===== src/rtl/ysyx_22051013_idu_issue_pkg.sv =====
// Shared definitions for the decode-issue stage.
// Holds default widths, the forwarding-entry layout, the ID/EX slot control
// bundle and the reset values used by the slot and the stall counter.
package ysyx_22051013_idu_issue_pkg;

  localparam int PKG_XLEN       = 64;
  localparam int PKG_NREG       = 32;
  localparam int PKG_RA         = $clog2(PKG_NREG);
  localparam int PKG_FWD_STAGES = 3;
  localparam int PKG_MAX_PEND   = 3;

  typedef struct packed {
    logic                valid;
    logic [PKG_RA-1:0]   addr;
    logic [PKG_XLEN-1:0] data;
  } fwd_entry_t;

  typedef struct packed {
    logic valid;
    logic rd_ena;
    logic is_load;
  } slot_ctrl_t;

  localparam slot_ctrl_t  SLOT_CTRL_RST = '0;
  localparam logic [31:0] STALL_CNT_RST = '0;

endpackage


===== src/rtl/ysyx_22051013_idu_sbtable.sv =====
// Pending-load scoreboard: one small counter per architectural register.
// Ports:
//   clk, rst                 clock, async active-high reset
//   inc, inc_addr            count one more outstanding load on inc_addr
//   dec, dec_addr            one load on dec_addr has written back
//   ra_a/cnt_a, ra_b/cnt_b   source read ports
//   ra_c/cnt_c               destination read port (load admission)
//   underflow                sticky: a decrement hit a zero counter
module ysyx_22051013_idu_sbtable
  import ysyx_22051013_idu_issue_pkg::*;
#(
  parameter int NREG     = PKG_NREG,
  parameter int MAX_PEND = PKG_MAX_PEND,
  localparam int RA      = $clog2(NREG),
  localparam int CW      = $clog2(MAX_PEND + 1)
) (
  input  logic          clk,
  input  logic          rst,
  input  logic          inc,
  input  logic [RA-1:0] inc_addr,
  input  logic          dec,
  input  logic [RA-1:0] dec_addr,
  input  logic [RA-1:0] ra_a,
  output logic [CW-1:0] cnt_a,
  input  logic [RA-1:0] ra_b,
  output logic [CW-1:0] cnt_b,
  input  logic [RA-1:0] ra_c,
  output logic [CW-1:0] cnt_c,
  output logic          underflow
);

  logic [CW-1:0] pend [NREG];
  logic          cancel;

  // A dispatch and a write-back on the same register net to zero.
  assign cancel = inc && dec && (inc_addr == dec_addr);

  always_ff @(posedge clk or posedge rst) begin
    if (rst) begin
      for (int i = 0; i < NREG; i++) pend[i] <= '0;
      underflow <= 1'b0;
    end else begin
      if (inc && !cancel) pend[inc_addr] <= pend[inc_addr] + CW'(1);
      if (dec && !cancel) begin
        if (pend[dec_addr] != '0) pend[dec_addr] <= pend[dec_addr] - CW'(1);
        else                      underflow <= 1'b1;
      end
    end
  end

  assign cnt_a = pend[ra_a];
  assign cnt_b = pend[ra_b];
  assign cnt_c = pend[ra_c];

endmodule


===== src/rtl/ysyx_22051013_idu_issue.sv =====
// Decode-issue stage: operand forwarding, pending-load hazard detection and
// a registered ID/EX slot with valid/ready handshake and flush.
// Ports:
//   clk, rst                         clock, async active-high reset
//   in_* / in_ready                  decoded instruction and acceptance
//   rs1_addr, rs2_addr / rs*_data    regfile read (address 0 if source unused)
//   fwd_valid/fwd_addr/fwd_data      packed forwarding entries, index 0 youngest
//   ld_done_valid, ld_done_addr      load write-back notification
//   flush                            kill the slot and the current input
//   out_* / out_ready                ID/EX slot towards the EXU
//   stall_cnt                        saturating hazard-stall cycle count
//   sb_err                           sticky scoreboard underflow flag
module ysyx_22051013_idu_issue
  import ysyx_22051013_idu_issue_pkg::*;
#(
  parameter int XLEN       = PKG_XLEN,
  parameter int NREG       = PKG_NREG,
  parameter int FWD_STAGES = PKG_FWD_STAGES,
  parameter int MAX_PEND   = PKG_MAX_PEND,
  localparam int RA        = $clog2(NREG),
  localparam int CW        = $clog2(MAX_PEND + 1)
) (
  input  logic                     clk,
  input  logic                     rst,
  input  logic                     in_valid,
  output logic                     in_ready,
  input  logic                     in_rs1_ena,
  input  logic                     in_rs2_ena,
  input  logic [RA-1:0]            in_rs1_addr,
  input  logic [RA-1:0]            in_rs2_addr,
  input  logic [RA-1:0]            in_rd_addr,
  input  logic                     in_rd_ena,
  input  logic                     in_is_load,
  output logic [RA-1:0]            rs1_addr,
  output logic [RA-1:0]            rs2_addr,
  input  logic [XLEN-1:0]          rs1_data,
  input  logic [XLEN-1:0]          rs2_data,
  input  logic [FWD_STAGES-1:0]    fwd_valid,
  input  logic [FWD_STAGES*RA-1:0] fwd_addr,
  input  logic [FWD_STAGES*XLEN-1:0] fwd_data,
  input  logic                     ld_done_valid,
  input  logic [RA-1:0]            ld_done_addr,
  input  logic                     flush,
  output logic                     out_valid,
  input  logic                     out_ready,
  output logic [XLEN-1:0]          out_op1,
  output logic [XLEN-1:0]          out_op2,
  output logic [RA-1:0]            out_rd_addr,
  output logic                     out_rd_ena,
  output logic                     out_is_load,
  output logic [31:0]              stall_cnt,
  output logic                     sb_err
);

  slot_ctrl_t             ctrl_q;
  logic [CW-1:0]          cnt1, cnt2, cnt_rd;
  logic                   rs1_use, rs2_use, slot_ld;
  logic                   haz1, haz2, blocked, accept, dispatch;
  logic [CW:0]            occ;
  logic [FWD_STAGES-1:0]  hit1, hit2;
  logic [XLEN-1:0]        pick1, pick2, op1, op2;

  assign out_valid   = ctrl_q.valid;
  assign out_rd_ena  = ctrl_q.rd_ena;
  assign out_is_load = ctrl_q.is_load;

  assign rs1_use  = in_rs1_ena && (in_rs1_addr != '0);
  assign rs2_use  = in_rs2_ena && (in_rs2_addr != '0);
  assign rs1_addr = in_rs1_ena ? in_rs1_addr : '0;
  assign rs2_addr = in_rs2_ena ? in_rs2_addr : '0;
  assign slot_ld  = ctrl_q.valid && ctrl_q.is_load;

  assign haz1 = rs1_use && ((cnt1 != '0) || (slot_ld && (out_rd_addr == in_rs1_addr)));
  assign haz2 = rs2_use && ((cnt2 != '0) || (slot_ld && (out_rd_addr == in_rs2_addr)));

  // The load still waiting in the slot is counted as outstanding too, so a
  // load accepted while another is dispatching can never push a counter
  // beyond MAX_PEND.
  assign occ     = {1'b0, cnt_rd} + {{CW{1'b0}}, (slot_ld && (out_rd_addr == in_rd_addr))};
  assign blocked = in_is_load && (in_rd_addr != '0) && (occ >= (CW+1)'(MAX_PEND));

  assign in_ready = !haz1 && !haz2 && !blocked && (!ctrl_q.valid || out_ready) && !flush;
  assign accept   = in_valid && in_ready;
  assign dispatch = ctrl_q.valid && out_ready && ctrl_q.is_load && (out_rd_addr != '0);

  for (genvar i = 0; i < FWD_STAGES; i++) begin : g_fwd
    assign hit1[i] = fwd_valid[i] && (fwd_addr[i*RA +: RA] == in_rs1_addr);
    assign hit2[i] = fwd_valid[i] && (fwd_addr[i*RA +: RA] == in_rs2_addr);
  end

  // Walk from oldest to youngest so the lowest matching index wins.
  always_comb begin
    pick1 = rs1_data;
    pick2 = rs2_data;
    for (int i = FWD_STAGES - 1; i >= 0; i--) begin
      if (hit1[i]) pick1 = fwd_data[i*XLEN +: XLEN];
      if (hit2[i]) pick2 = fwd_data[i*XLEN +: XLEN];
    end
  end

  assign op1 = rs1_use ? pick1 : '0;
  assign op2 = rs2_use ? pick2 : '0;

  always_ff @(posedge clk or posedge rst) begin
    if (rst) begin
      ctrl_q      <= SLOT_CTRL_RST;
      out_op1     <= '0;
      out_op2     <= '0;
      out_rd_addr <= '0;
    end else if (flush) begin
      ctrl_q.valid <= 1'b0;
    end else if (accept) begin
      ctrl_q      <= '{valid: 1'b1, rd_ena: in_rd_ena, is_load: in_is_load};
      out_op1     <= op1;
      out_op2     <= op2;
      out_rd_addr <= in_rd_addr;
    end else if (out_ready) begin
      ctrl_q.valid <= 1'b0;
    end
  end

  always_ff @(posedge clk or posedge rst) begin
    if (rst) begin
      stall_cnt <= STALL_CNT_RST;
    end else if (in_valid && !in_ready && !flush && (stall_cnt != '1)) begin
      stall_cnt <= stall_cnt + 32'd1;
    end
  end

  ysyx_22051013_idu_sbtable #(
    .NREG     (NREG),
    .MAX_PEND (MAX_PEND)
  ) u_sbtable (
    .clk       (clk),
    .rst       (rst),
    .inc       (dispatch),
    .inc_addr  (out_rd_addr),
    .dec       (ld_done_valid),
    .dec_addr  (ld_done_addr),
    .ra_a      (in_rs1_addr),
    .cnt_a     (cnt1),
    .ra_b      (in_rs2_addr),
    .cnt_b     (cnt2),
    .ra_c      (in_rd_addr),
    .cnt_c     (cnt_rd),
    .underflow (sb_err)
  );

endmodule

===== config.mk =====
export PLATFORM = sky130hd
export DESIGN_NAME = ysyx_22051013_idu_issue
export DESIGN_NICKNAME = d
export VERILOG_FILES = /design/src/rtl/ysyx_22051013_idu_issue_pkg.sv /design/src/rtl/ysyx_22051013_idu_sbtable.sv /design/src/rtl/ysyx_22051013_idu_issue.sv
export SDC_FILE = /design/constraint.sdc
export NUM_CORES = 1
export LEC_CHECK = 0
export CAP_MARGIN = 20
export CORE_AREA = 2 2 211 213
export DETAILED_ROUTE_END_ITERATION = 10
export DIE_AREA = 0 0 213 215
export GPL_TIMING_DRIVEN = 1
export PLACE_DENSITY = 0.73
export SYNTH_ARGS = -nofsm -noshare
export SYNTH_HDL_FRONTEND = slang
export SYNTH_HIERARCHICAL = 1
export SYNTH_SLANG_ARGS = --single-unit

===== constraint.sdc =====
create_clock -name clk -period 14.86 [get_ports clk]
set_input_delay 2.972 -clock clk [delete_from_list [all_inputs] [get_ports clk]]
set_output_delay 2.972 -clock clk [all_outputs]
set_load 0.05 [all_outputs]

==> results.tsv, run 1 <==
stage	metric	value	unit
sta	max_slew_margin	20.7	%
sta	drv_slew	0	
synthesis	ys_types	69	
floorplan	pin_count	548	
setup_path	start_kind	input pin	
routing	routed_wl	102000	um
pwr	leakagePower	8.81	nW
routing	drt_iter0_drc	2853	
setup_path	path_max_fanout	30	
clocking	holdBufCountCts	0	
setup_path	reg2reg_depth	11	
pwr	p_switching	2.39	mW
pwr	comb_power_share	56.5	%
setup_path	worst_path_max_delay_cell	clkdlybuf4s50_1	
clocking	cts_buffers	30	
setup_path	crit_required	11.89	ns
finish	drive_gt1_share	11.8	%
routing	wl_per_cell	35.4	um
pwr	powerDensity	192	nW/um^2
grt	antenna_found_initial	28	
place	place_ws	4.15	ns
floorplan	die_w	213	um
floorplan	dieHeight	215	um
clocking	h-tree-depth	1	
sta	timing.final.crit_share	72.7	%
grt	grt_pass1_vias	18812	
synthesis	async_flop_share	100	%
sta	setup_viol	0	
pwr	power.share.switching	51.0	%
synthesis	synth_edf_count	0	
sta	hold_viol_final	0	
setup_path	worst_path_largest_cell_delay	1.04	ns
pwr	p_int	2.30	mW
synthesis	synth.net_count	2192	
setup_path	r2r_start	u_sbtable/pend[62]	
grt	gr-total-overflow	0	
place	hpwl	72000	um
synthesis	syn_area_per_cell	9.75	sq um
run	maxCapViolations	0	
place	port_buffers	547	
sta	period_needed	10.80	ns
routing	num_vias	19705	
routing	ant_nets	0	
synthesis	syn_inst	1820	
setup_path	path_class	input pin to output port	
synthesis	synth-seq-cells	233	
sta	fin_setup_tns	0	ns
routing	firstDrtPassIters	8	
clocking	clock_latency	0.61	ns
finish	syn_to_final_growth	37.6	%
setup_path	r2r-end	out_op1[23]	
synthesis	ys_warn_count	6	
routing	drc	0	
synthesis	synthesis.area	17800	sq um
clocking	clkTransAtPathRegs	0.05	ns
floorplan	design.core.area	43600	sq um
hold_path	hold_depth	1	
hold_path	min_to	u_sbtable/underflow	
sta	worstMarginPinSlew	1.19	ns
sta	grt_setup_unrepaired	no	
setup_path	critPathTopFamily	buffers and inverters	
pwr	peakVddDrop	0.212	mV
grt	grt_pass1_wl	141000	um
pwr	seqPwrFrac	27.9	%
setup_path	cp_cell_sequence	clkdlybuf4s50_1 -> mux4_2 -> mux4_2 -> mux2_2 -> ha_1 -> ha_1 -> a21o_1 -> o211ai_1 -> o211ai_1 -> a211o_1 -> inv_2 -> clkdlybuf4s50_1	
clocking	clockBufferDepth	3	
synthesis	seq_area_frac_synth	32.8	%
setup_path	rrSetupSlack	9.89	ns
clocking	cts_resized	0	
routing	viasPerCell	6.86	
pwr	pwr-share-clk	15.6	%
place	gp_congestion	1.04	
finish	fin_nets	2601	
setup_path	critical_path_buf_inv_count	3	
floorplan	die_area	45800	sq um
sta	layout_setup_ws	4.06	ns
floorplan	start_util	40.7	%
setup_path	cp.arrival	7.83	ns
setup_path	end_kind	output port	
sta	fmaxAchievable	92.6	MHz
setup_path	crit_path_start	in_rd_addr[1]	
clocking	postCtsSetupBuffers	0	
synthesis	synth_ff_type	dfrtp_1	
run_status	status	completed	
clocking	cts_tree	yes	
grt	grt_max_degree	258	
floorplan	rows	77	
grt	grt.total_usage	43.0	%
clocking	cts_root_buf	clkbuf_16	
hold_path	hold_start	u_sbtable/underflow	
clocking	clock-sinks	233	
hold_path	min_path_type	flip-flop to flip-flop	
sta	finalClockSkew	0.0369	ns
==> stage by stage <==
step	std cells	hold WS, ns	utilization [%]	area, sq um	power [mW]
floorplan	1820	0.574	-	17800	2.87
global placement	2787	0.471	53.5	23300	3.86
detailed placement	2788	0.458	53.5	23400	3.90
CTS	2842	0.475	55.7	24300	4.63
global route	2860	0.510	55.9	24400	4.82
finish	2873	0.475	56.0	24400	4.69
==> cell usage after synthesis, types with 6 or more instances <==
master    number  area [sq um]
o21ai_0        6          30.0
nor2_1       159           597
a221o_1      128          1280
mux2i_1       76           761
xor2_1        31           272
a221oi_1       7          61.3
mux2_2        16           180
o22ai_1        6          37.5
buf_1         13          48.8
nor3b_1        8          60.1
buf_2         32           160
or3_1          8          50.1
a221oi_2      26           390
o221ai_1       8          70.1
a211oi_1      17           128
a22oi_1        9          67.6
o211ai_1     130           976
nand3b_1       7          52.6
and4_1         6          52.6
buf_4         28           210
nand4_1       14          87.6
and3_1        21           131
and2_1        80           500
a31oi_1      133           832
buf_6          8          90.1
nand2_1       48           180
mux4_2        78          1760
nor3_1        28           140
clkbuf_1     123           462
inv_1         14          52.6
nor3_2        19           190
xnor2_1       50           438
dfrtp_1      233          5830
nand3_1      173           866
==> cell type report <==
class                           count  area (sq um)
Multi-Input combinational cell   1368         11000
Timing Repair Buffer              581          5770
Antenna cell                       30          75.1
Clock inverter                      8          72.6
Fill cell                        3879         19200
Inverter                           15          61.3
Clock buffer                       46           901
Sequential cell                   233          5830
Tap cell                          592           741
==> cell usage in the layout, fill, tap and decap left out, types with 8 or more instances in the layout <==
master	n
a22oi_1	9
nand2_1	48
nand4_1	14
nor3_1	28
nor2_1	158
mux2_2	16
a31oi_1	131
a221oi_2	26
xnor2_1	50
and3_1	16
or3_1	8
buf_4	32
nor3_2	19
and2_1	79
mux2i_1	76
clkbuf_16	30
a221o_1	128
nand3_1	171
xor2_1	31
mux4_2	78
a211oi_1	16
diode_2	30
o221ai_1	8
clkbuf_8	9
o211ai_1	130
inv_1	12
dfrtp_1	232
clkdlybuf4s50_1	544
==> worst reg2reg max path, delay by kind of cell, from the launching register on <==
| kind | cells | cell delay (ns) |
|---|---|---|
| multiplexers | 3 | 1.27 |
| adder cells (fa/ha/maj) | 2 | 0.47 |
| flip-flops | 1 | 0.57 |
| AO/OA/AOI/OAI | 5 | 1.70 |
| buffers and inverters | 1 | 0.76 |
==> power groups by stage <==
| stage | Combinational (mW) | Sequential (mW) | Clock [mW] |
|---|---|---|---|
| after floorplan | 1.07 | 1.80 | 0 |
| after global placement | 2.57 | 1.29 | 0 |
| after detailed placement | 2.61 | 1.29 | 0 |
| after CTS | 2.62 | 1.28 | 0.736 |
| after global routing | 2.75 | 1.31 | 0.760 |
| final | 2.65 | 1.31 | 0.732 |
==> kinds of logic after synthesis <==
family,Yosys count,synth area share [%]
AOI/OAI and AO/OA,497,23.3
muxes,171,15.3
and+or+nand+nor,614,18.4
DFF,233,32.8
buffers and inverters,219,5.79
adders and majority gates,4,0.282
xor gates and xnor gates,82,4.15
==> per-layer routing <==
layer / vias to the layer above / share of wire [%] / track usage (%)
met5: - / 0.066 / 0
met4: 10 / 6.2 / 21.8
met3: 310 / 14 / 17.3
met2: 1434 / 43 / 63.1
met1: 9927 / 38 / 54.4
li1: 8024 / - / -
==> flip-flops by register name, indices dropped and copies added (netlist names) <==
name and flops:
out_valid 1, u_sbtable/underflow 1, out_op2 64, out_rd_addr 5, stall_cnt 32, out_is_load 1, u_sbtable/pend 64, out_op1 64
out_rd_ena 1
==> worst max-delay path by stage <==
stage / to / slack (ns) / cells after the start
floorplan: in_ready / 5.82 / 12
global placement: in_ready / 4.23 / 12
detailed placement: in_ready / 4.15 / 12
CTS: in_ready / 4.12 / 12
global route: in_ready / 3.92 / 12
finish: in_ready / 4.06 / 12
No activity file was read; power rests on OpenSTA's default activity.
==> inputs of run 2 (changes only) <==
--- a/config.mk
+++ b/config.mk
@@ -6,11 +6,11 @@
 export NUM_CORES = 1
 export LEC_CHECK = 0
 export CAP_MARGIN = 20
-export CORE_AREA = 2 2 211 213
+export CORE_AREA = 2 2 214 216
 export DETAILED_ROUTE_END_ITERATION = 10
-export DIE_AREA = 0 0 213 215
+export DIE_AREA = 0 0 216 218
 export GPL_TIMING_DRIVEN = 1
-export PLACE_DENSITY = 0.73
+export PLACE_DENSITY = 0.72
 export SYNTH_ARGS = -nofsm -noshare
 export SYNTH_HDL_FRONTEND = slang
 export SYNTH_HIERARCHICAL = 1
==> constraint.sdc (replaced) <==
create_clock -name clk -period 11 [get_ports clk]
set_input_delay 2.2 -clock clk [delete_from_list [all_inputs] [get_ports clk]]
set_output_delay 2.2 -clock clk [all_outputs]
set_load 0.05 [all_outputs]
==> run 2 against run 1 <==
  * First-iteration DRC count grew 2.2%
  * Combinational power is 33% higher
  * Sequential share of layout area is essentially flat
  * Hold slack gained 0.0070 ns
  * Clock-buffer cell count is 2 lower
  * Setup slack worse by 2.2 ns
  * Sequential power is 34% higher
  * Sequential cell count unchanged
  * Critical path depth unchanged
  * Die area rose by 2.8%
  * Wire length is 4.6% lower
  * Critical endpoint unchanged
  * Highest routed layer unchanged
==> results.tsv, run 2 (synthesis results as in run 1) <==
stage	metric	value	unit	change
run_status	status	completed		unchanged
run	maxCapViolations	0		unchanged
sta	grt_setup_unrepaired	no		unchanged
setup_path	cp.arrival	6.98	ns	was 7.83 ns
pwr	comb_power_share	55.9	%	was 56.5%
setup_path	start_kind	input pin		unchanged
grt	grt_max_degree	230		was 258
clocking	h-tree-depth	1		unchanged
hold_path	min_path_type	flip-flop to flip-flop		unchanged
routing	routed_wl	97000	um	was 102,000 um
sta	fmaxAchievable	109	MHz	
pwr	power.share.switching	50.3	%	was 51.0%
grt	grt_pass1_wl	137000	um	was 141,000 um
sta	max_slew_margin	24.4	%	was 20.7%
finish	fin_util	54.4	%	was 56.0%
setup_path	end_kind	output port		unchanged
pwr	leakagePower	8.82	nW	was 8.81 nW
sta	setup_viol	0		unchanged
routing	drt_iter0_drc	2916		was 2,853
finish	mostFrequentLayoutCells	clkdlybuf4s50_1 (543), dfrtp_1 (232), nand3_1 (171)		was clkdlybuf4s50_1 (544), dfrtp_1 (232), nand3_1 (171)
clocking	cts_resized	0		unchanged
place	port_buffers	547		unchanged
sta	hold_viol_final	0		unchanged
routing	wl_per_cell	33.8	um	was 35.4 um
setup_path	critPathTopFamily	buffers and inverters		unchanged
routing	num_vias	19712		about the same
setup_path	critical_path_buf_inv_count	3		unchanged
routing	drc	0		unchanged
floorplan	die_w	216	um	was 213 um
routing	firstDrtPassIters	6		was 8
sta	finalClockSkew	0.0244	ns	was 0.0369 ns
place	hpwl	68900	um	was 72,000 um
pwr	pwr-share-clk	16.3	%	was 15.6%
finish	fillers	4003		was 3,879
clocking	holdBufCountCts	0		unchanged
sta	fin_setup_tns	0	ns	unchanged
grt	grt.total_usage	39.7	%	was 43.0%
pwr	p_switching	3.17	mW	was 2.39 mW
clocking	postCtsSetupBuffers	0		unchanged
setup_path	crit_required	8.80	ns	was 11.89 ns
setup_path	worst_path_largest_cell_delay	1.00	ns	was 1.04 ns
sta	drv_slew	0		unchanged
routing	viasPerCell	6.87		was 6.86
finish	largestRegisters	out_op1 x64, out_op2 x64, u_sbtable/pend x64		unchanged
setup_path	worst_path_max_delay_cell	clkdlybuf4s50_1		unchanged
clocking	cts_root_buf	clkbuf_16		unchanged
finish	drive_gt1_share	11.8	%	about the same
floorplan	pin_count	548		unchanged
grt	gr-total-overflow	0		unchanged
floorplan	rows	78		was 77
finish	syn_to_final_growth	37.7	%	was 37.6%
setup_path	path_max_fanout	30		unchanged
clocking	cts_buffers	29		was 30
floorplan	design.core.area	44900	sq um	was 43,600 sq um
finish	fin_nets	2601		unchanged
pwr	peakVddDrop	0.268	mV	was 0.212 mV
place	gp_congestion	1.02		was 1.04
setup_path	cp_cell_sequence	clkdlybuf4s50_1 -> mux4_2 -> mux4_2 -> mux2_2 -> ha_1 -> ha_1 -> a21o_1 -> o211ai_1 -> o211ai_1 -> a211o_1 -> inv_2 -> clkdlybuf4s50_1		unchanged
finish	final_common_cell	clkdlybuf4s50_1		unchanged
sta	period_needed	9.18	ns	
clocking	cts_tree	yes		unchanged
sta	timing.final.crit_share	83.5	%	
clocking	clock-sinks	233		unchanged
setup_path	path_class	input pin to output port		unchanged
floorplan	dieHeight	218	um	was 215 um
pwr	seqPwrFrac	27.8	%	was 27.9%
grt	grt_pass1_vias	18693		was 18.8k
floorplan	die_area	47100	sq um	was 45,800 sq um
routing	ant_nets	0		unchanged
clocking	clock_latency	0.60	ns	was 0.61 ns
pwr	p_int	3.12	mW	was 2.30 mW
clocking	clockBufferDepth	3		unchanged
sta	worstMarginPinSlew	1.13	ns	was 1.19 ns
floorplan	start_util	39.5	%	was 40.7%
pwr	powerDensity	257	nW/um^2	was 192 nW/um^2
clocking	clkTransAtPathRegs	0.06	ns	was 0.05 ns
grt	antenna_found_initial	27		was 28
[run 2: cell types whose count changed in the layout (fill, tap and decap cells not counted), moves of 2 or more]
cell | before | now
diode_2 | 30 | 19
bufinv_16 | 0 | 2
clkbuf_1 | 7 | 5
clkinv_2 | 5 | 3
[run 2: path summary, 6_finish.rpt]
kind | start | to | slack, ns | cells after the start
setup reg to reg | u_sbtable/pend[24] | out_op2[31] | 5.98 | 12
max in group asynchronous | rst | out_rd_addr[1] | 7.35 | 3
hold / removal | u_sbtable/underflow | u_sbtable/underflow | 0.48 | 1
hold reg to reg | u_sbtable/underflow | u_sbtable/underflow | 0.48 | 1
min in group asynchronous | rst | out_op1[35] | 2.11 | 2
setup / recovery | in_rd_addr[1] | in_ready | 1.82 | 12
[run 2: cell type report]
| cell class | instances | area, sq um | area share (%) |
|---|---|---|---|
| flip-flops and latches | 233 | 5830 | 23.9 |
| diodes | 19 | 47.5 | 0.195 |
| clock inverters | 8 | 111 | 0.456 |
| inverters | 15 | 61.3 | 0.251 |
| multi-input cells | 1368 | 11000 | 44.9 |
| clock buffers | 44 | 882 | 3.61 |
| repair buffers | 582 | 5770 | 23.6 |
| well taps | 600 | 751 | 3.07 |
[run 2: worst reg2reg max path, delay by kind of cell, from the launching register on]
family	cells	cell delay (ns)
adder cells (fa/ha/maj)	2	0.49
flip-flops	1	0.54
multiplexers	3	1.26
AO/OA/AOI/OAI	5	1.43
buffers and inverters	2	1.10
[run 2: power by group through the flow]
stage	registers [mW]	logic, mW	clock network (mW)
final	1.75	3.52	1.02
after global routing	1.76	3.65	1.06
after CTS	1.70	3.47	1.03
after detailed placement	1.71	3.46	0
after global placement	1.70	3.43	0
after floorplan	2.43	1.45	0
[run 2: through the flow]
| stage | instances | power [mW] | setup WS (ns) | cell area (sq um) | hold slack (ns) |
|---|---|---|---|---|---|
| finish | 2869 | 6.29 | 1.82 | 24400 | 0.482 |
| global route | 2862 | 6.47 | 1.63 | 24400 | 0.507 |
| CTS | 2848 | 6.20 | 1.32 | 24300 | 0.485 |
| detailed placement | 2796 | 5.18 | 1.37 | 23300 | 0.463 |
| global placement | 2796 | 5.13 | 1.40 | 23300 | 0.459 |
| floorplan | 1820 | 3.88 | 3.50 | 17800 | 0.574 |
[run 2: metal layers]
layer	track usage, %	routed length [um]	up-vias
li1	-	-	8018
met1	51.2	35800	9670
met2	57.3	40500	1645
met3	17.4	14900	365
met4	17.7	5730	14
met5	0	82	-
